`src/rtl/multi_channel_protection.sv`:
```
// Multi-channel over-threshold protection: per-channel debounce, trip/retry/lockout FSM.
// Define PROT_FIRST_FAULT_EN to capture the first-faulting channel index and sample.
module multi_channel_protection #(
  parameter int DATA_WIDTH  = 32,
  parameter int NUM_CH      = 4,
  parameter int FAULT_CNT   = 10,
  parameter int RETRY_DELAY = 100,
  parameter int MAX_RETRY   = 3
) (
  input  logic                         clk,
  input  logic                         rst,
  input  logic                         enable,
  input  logic                         sample_valid,
  input  logic [NUM_CH*DATA_WIDTH-1:0] meas,
  input  logic [NUM_CH*DATA_WIDTH-1:0] thr_hi,
  input  logic [NUM_CH*DATA_WIDTH-1:0] thr_lo,
  input  logic [NUM_CH-1:0]            ch_mask,
  input  logic                         fault_clear,
  output logic                         shutdown,
  output logic [NUM_CH-1:0]            fault_vec,
  output logic [1:0]                   state,
  output logic [3:0]                   retry_cnt,
  output logic [3:0]                   first_ch,
  output logic [DATA_WIDTH-1:0]        first_val
);

  typedef enum logic [1:0] {
    ST_RUN     = 2'd0,
    ST_TRIP    = 2'd1,
    ST_WAIT    = 2'd2,
    ST_LOCKOUT = 2'd3
  } state_t;

  localparam logic [7:0]  FAULT_CNT_L = 8'(FAULT_CNT);
  localparam logic [15:0] DELAY_LAST  = 16'(RETRY_DELAY - 1);
  localparam logic [3:0]  MAX_RETRY_L = 4'(MAX_RETRY);

  logic [7:0]        cnt_reg  [NUM_CH];
  logic [7:0]        cnt_next [NUM_CH];
  logic [NUM_CH-1:0] fault_vec_reg;
  logic [NUM_CH-1:0] fault_next;

  state_t state_reg, state_next;
  logic [3:0]  retry_reg, retry_next;
  logic [15:0] timer_reg, timer_next;
  logic        shutdown_reg, shutdown_next;
  logic        any_fault;

  // Per-channel debounce counter and flag
  genvar gi;
  generate
    for (gi = 0; gi < NUM_CH; gi++) begin : g_ch
      logic signed [DATA_WIDTH-1:0] smp, hi, lo;
      logic [7:0] c_n;
      logic       f_n;

      assign smp = meas[gi*DATA_WIDTH +: DATA_WIDTH];
      assign hi  = thr_hi[gi*DATA_WIDTH +: DATA_WIDTH];
      assign lo  = thr_lo[gi*DATA_WIDTH +: DATA_WIDTH];

      always_comb begin
        c_n = cnt_reg[gi];
        if (enable && sample_valid) begin
          if (smp > hi) begin
            if (cnt_reg[gi] != FAULT_CNT_L) c_n = cnt_reg[gi] + 8'd1;
          end else if (smp < lo) begin
            if (cnt_reg[gi] != 8'd0) c_n = cnt_reg[gi] - 8'd1;
          end
        end
        f_n = fault_vec_reg[gi];
        if (c_n == FAULT_CNT_L)  f_n = 1'b1;
        else if (c_n == 8'd0)    f_n = 1'b0;
        // Masking overrides everything, even while disabled
        if (ch_mask[gi]) begin
          c_n = 8'd0;
          f_n = 1'b0;
        end
      end

      assign cnt_next[gi]   = c_n;
      assign fault_next[gi] = f_n;
    end
  endgenerate

  always_ff @(posedge clk or posedge rst) begin
    if (rst) begin
      for (int i = 0; i < NUM_CH; i++) cnt_reg[i] <= 8'd0;
      fault_vec_reg <= '0;
    end else begin
      for (int i = 0; i < NUM_CH; i++) cnt_reg[i] <= cnt_next[i];
      fault_vec_reg <= fault_next;
    end
  end

  assign any_fault = |fault_vec_reg;

  always_comb begin
    state_next = state_reg;
    retry_next = retry_reg;
    timer_next = timer_reg;
    if (enable) begin
      case (state_reg)
        ST_RUN: begin
          if (fault_clear) retry_next = 4'd0;
          if (any_fault)   state_next = ST_TRIP;
        end
        ST_TRIP: begin
          if (!any_fault) begin
            if (retry_reg == MAX_RETRY_L) begin
              state_next = ST_LOCKOUT;
            end else begin
              state_next = ST_WAIT;
              timer_next = 16'd0;
              retry_next = (retry_reg == 4'hF) ? retry_reg : retry_reg + 4'd1;
            end
          end
        end
        ST_WAIT: begin
          if (any_fault) begin
            state_next = ST_TRIP;
            timer_next = 16'd0;
          end else if (timer_reg == DELAY_LAST) begin
            state_next = ST_RUN;
            timer_next = 16'd0;
          end else begin
            timer_next = timer_reg + 16'd1;
          end
        end
        ST_LOCKOUT: begin
          if (fault_clear && !any_fault) begin
            state_next = ST_RUN;
            retry_next = 4'd0;
          end
        end
        default: state_next = ST_RUN;
      endcase
    end
    // Registered so the power stage reacts on the same edge the state changes
    shutdown_next = !enable || (state_next != ST_RUN);
  end

  always_ff @(posedge clk or posedge rst) begin
    if (rst) begin
      state_reg    <= ST_RUN;
      retry_reg    <= 4'd0;
      timer_reg    <= 16'd0;
      shutdown_reg <= 1'b0;
    end else begin
      state_reg    <= state_next;
      retry_reg    <= retry_next;
      timer_reg    <= timer_next;
      shutdown_reg <= shutdown_next;
    end
  end

`ifdef PROT_FIRST_FAULT_EN
  logic [3:0]            low_idx;
  logic [DATA_WIDTH-1:0] low_val;
  logic                  capture;
  logic [3:0]            first_ch_reg;
  logic [DATA_WIDTH-1:0] first_val_reg;

  // Descending scan so the lowest faulting index wins
  always_comb begin
    low_idx = 4'd0;
    low_val = '0;
    for (int i = NUM_CH - 1; i >= 0; i--) begin
      if (fault_vec_reg[i]) begin
        low_idx = 4'(i);
        low_val = meas[i*DATA_WIDTH +: DATA_WIDTH];
      end
    end
  end

  assign capture = enable && (state_reg == ST_RUN) && any_fault;

  always_ff @(posedge clk or posedge rst) begin
    if (rst) begin
      first_ch_reg  <= 4'd0;
      first_val_reg <= '0;
    end else if (capture) begin
      first_ch_reg  <= low_idx;
      first_val_reg <= low_val;
    end
  end

  assign first_ch  = first_ch_reg;
  assign first_val = first_val_reg;
`else
  assign first_ch  = 4'd0;
  assign first_val = '0;
`endif

  assign shutdown  = shutdown_reg;
  assign fault_vec = fault_vec_reg;
  assign state     = state_reg;
  assign retry_cnt = retry_reg;

endmodule

```
`config.mk`:
```
export PLATFORM = sky130hd
export DESIGN_NAME = multi_channel_protection
export DESIGN_NICKNAME = d
export VERILOG_FILES = /design/src/rtl/multi_channel_protection.sv
export SDC_FILE = /design/constraint.sdc
export NUM_CORES = 1
export LEC_CHECK = 0
export ABC_CLOCK_PERIOD_IN_PS = 4730
export BUFFER_PORTS_ARGS = -buffer_cell sky130_fd_sc_hd__buf_2
export CORE_ASPECT_RATIO = 0.6
export CORE_UTILIZATION = 30
export DETAILED_ROUTE_END_ITERATION = 16
export PLACE_DENSITY = 0.53
export SLEW_MARGIN = 30
export SYNTH_ARGS = -nofsm -noshare
export SYNTH_HDL_FRONTEND = slang
export SYNTH_SLANG_ARGS = --single-unit
export TNS_END_PERCENT = 20
```
`constraint.sdc`:
```
create_clock -name clk -period 4.73 [get_ports clk]
set_input_delay 0.2365 -clock clk [delete_from_list [all_inputs] [get_ports clk]]
set_output_delay 0.2365 -clock clk [all_outputs]
set_load 0.01 [all_outputs]
```
==> results.toml <==
[status]
outcome = "finished, final reports clean"

[power_and_ir_drop]
power.leakage_nw = 7.85
irDropWorstVdd_uv = 156
fin_total_pwr_mw = 2.61
power_density_mw_per_mm2 = 186

[place]
place_hpwl_um = 31500
dp.cells = 2426
dp_slack_ps = 930
io_buffers = 403
place.gp.congestion = 0.891

[worst_setup_path]
r2r_slack_ps = 1730
r2r-end = "timer_reg[14]$_DFFE_PP0P_"
r2r_cells = 9
startpoint_type = "input port"
path_max_fanout = 11
cp-end-kind = "flip-flop"
arrival_ps = 3770
worstSetupPathType = "input port to flip-flop"
cp.required_ps = 4930
timing.rr.start = "fault_vec[1]$_DFFE_PP0P_"

[clocking]
clockBufferDepth = 2
cts-resized-gates = 0
numCtsBuffers = 9
cts_hold_buffers = 0
insertion_delay_ps = 330
clock-root-buffer = "clkbuf_16"
ctsHtreeMaxLevel = 3
clkSinkCount = 59
cts_tree = "done"
path_clk_slew_ps = 50
post_cts_buffers = 0

[routing]
via_per_inst = 4.90
route.antenna.remaining_nets = 0
drt-total-wl_um = 36200
firstDrtPassIters = 5
drcViolationCount = 0
routedWlPerCell_um = 14.8
drt-initial-drc-count = 675
num_vias = 12000

[sta]
worst_pin_slew_ps = 894
hold_viol = 0
setup_viol = 0
fin_crit_sh = 0.754
finalMaxSlewViolations = 0
rsz0062_at_grt = "false"
clock_skew_ps = 8.04
fin_ws_ps = 1160
min_period_ps = 3570
max_freq_ghz = 0.280
relSlewSlack = 0.401
setup_tns_ps = 0

[synthesis]
synth_top_area_cell = "ha_1"
synth_cell_types = 84
ys_top_cells_by_area = "ha_1 (30%), dfrtp_1 (13%), inv_1 (9.5%)"
syn_avg_cell_area_um2 = 7.28
yosysMostFrequentCell = "inv_1"
synth_edf_count = 0
syn_area_mm2 = 0.0113
async_flop_share = 1.00
synth_top_area_frac = 0.295
ys_ff_latch = 59
synth-seq-area-share = 0.131
synth_common_cells = "inv_1 (285), ha_1 (266), nand2_1 (131), a21oi_1 (130), nor2_1 (90)"
yosys_warnings = 0
synthFlopType = "dfrtp_1"
synth_cells = 1548

[die]
fp-row-count = 54
num_io_pins = 440
die_x_um = 252
fp.coreArea_mm2 = 0.0367
die_area_mm2 = 0.0384
die_y_um = 152
start_util = 0.307

[global_routing]
grtUsageTotal = 0.184
overflow = 0
antenna_found_initial = 5
grt_pass1_wl_um = 58500
grt_max_degree = 60
grt_pass1_vias = 11700

[cells_and_area]
fill_cells = 3852
num-nets-final = 2592
largest_register_ffs = 32
stdcell_count = 2444
drive_above_1_share = 0.228
syn_to_final_growth_pct = 24.6

[hold_path]
hp-class = "input port to asynchronous set/reset pin"

[job]
drv_cap = 0
cells by family (layout without fill, tap and decap cells):
kind of cell             after synthesis  after routing  share of synthesized area
AO/OA/AOI/OAI                        342            342                      0.194
XOR/XNOR                              14             14                     0.0109
adder cells (fa/ha/maj)              266            266                      0.295
buffers and inverters                356            711                      0.131
flip-flops                            59             59                      0.131
multiplexers                          16             16                     0.0147
other                                  1             38                   0.000333
AND/OR/NAND/NOR                      494            494                      0.222
worst max-delay path: stages:
cell and delay, ps:
buf_2 110, ha_1 320, nand4_1 220, or4_1 570
o311ai_1 300, o21ai_1 150, a41o_1 410, and4b_1 270
a21o_1 180, a31oi_1 330, and2_1 210, a21oi_1 60
or3b_1 370
layer usage:
layer,track usage,vias to the layer above,wire [um]
met2,0.293,406,15600
met1,0.262,5352,17800
met3,0.0320,32,2280
met5,0,-,28
met4,0.0329,4,450
li1,-,6184,-
cells in the final DEF (no fill, tap or decap), types with 4 or more instances in the layout:
cell type  instances
buf_2            403
inv_1            284
ha_1             266
nand2_1          130
a21oi_1          130
nor2_1            90
nand3_1           61
dfrtp_1           59
nand4_1           51
o21ai_0           46
nor3_1            37
conb_1            36
nor4_1            23
o21ai_1           22
a21o_1            20
nand2b_1          17
and3_1            17
nor2b_1           14
mux2i_1           14
a31oi_1           12
o211ai_1          12
o31ai_1           11
a221oi_1          11
a211oi_1          11
or4_1             10
xnor2_1           10
clkbuf_16          9
and2_1             8
o21a_1             7
buf_4              7
or3_1              6
xor2_1             4
nor3b_1            4
nand3b_1           4
a32oi_1            4
a311oi_1           4
worst max path at each step:
stage / slack (ps) / start / depth (start not counted) / end
finish: 1160 / meas[47] / 13 / fault_vec[1]$_DFFE_PP0P_
global route: 910 / meas[124] / 13 / fault_vec[3]$_DFFE_PP0P_
detailed placement: 930 / meas[46] / 13 / fault_vec[1]$_DFFE_PP0P_
floorplan: 1590 / thr_hi[47] / 14 / fault_vec[1]$_DFFE_PP0P_
CTS: 1270 / meas[47] / 13 / fault_vec[1]$_DFFE_PP0P_
global placement: 850 / meas[47] / 13 / fault_vec[1]$_DFFE_PP0P_
report_power, final:
group,leakage [nW],internal [mW],switching [mW]
logic,6.88,0.519,0.704
clock network,0.166,0.518,0.252
registers,0.807,0.545,0.0682
total,7.85,1.58,1.02
metrics by stage:
stage	hold slack, ps	area (um2)	util
after global routing	205	14000	0.383
final	147	14000	0.383
after global placement	508	13700	0.373
after CTS	173	14000	0.383
after detailed placement	498	13700	0.373
after floorplan	464	11400	-
final cells by class:
class	instances	area, um2	share of cell area
clock inverter	7	124	0.00882
antenna	2	5.00	0.000356
sequential	59	1480	0.105
timing repair buffer	410	2070	0.147
inverter	285	1070	0.0762
tap	504	631	0.0449
clock buffer	9	225	0.0160
multi-input combinational	1168	8440	0.601
(Power assumes the default switching activity.)
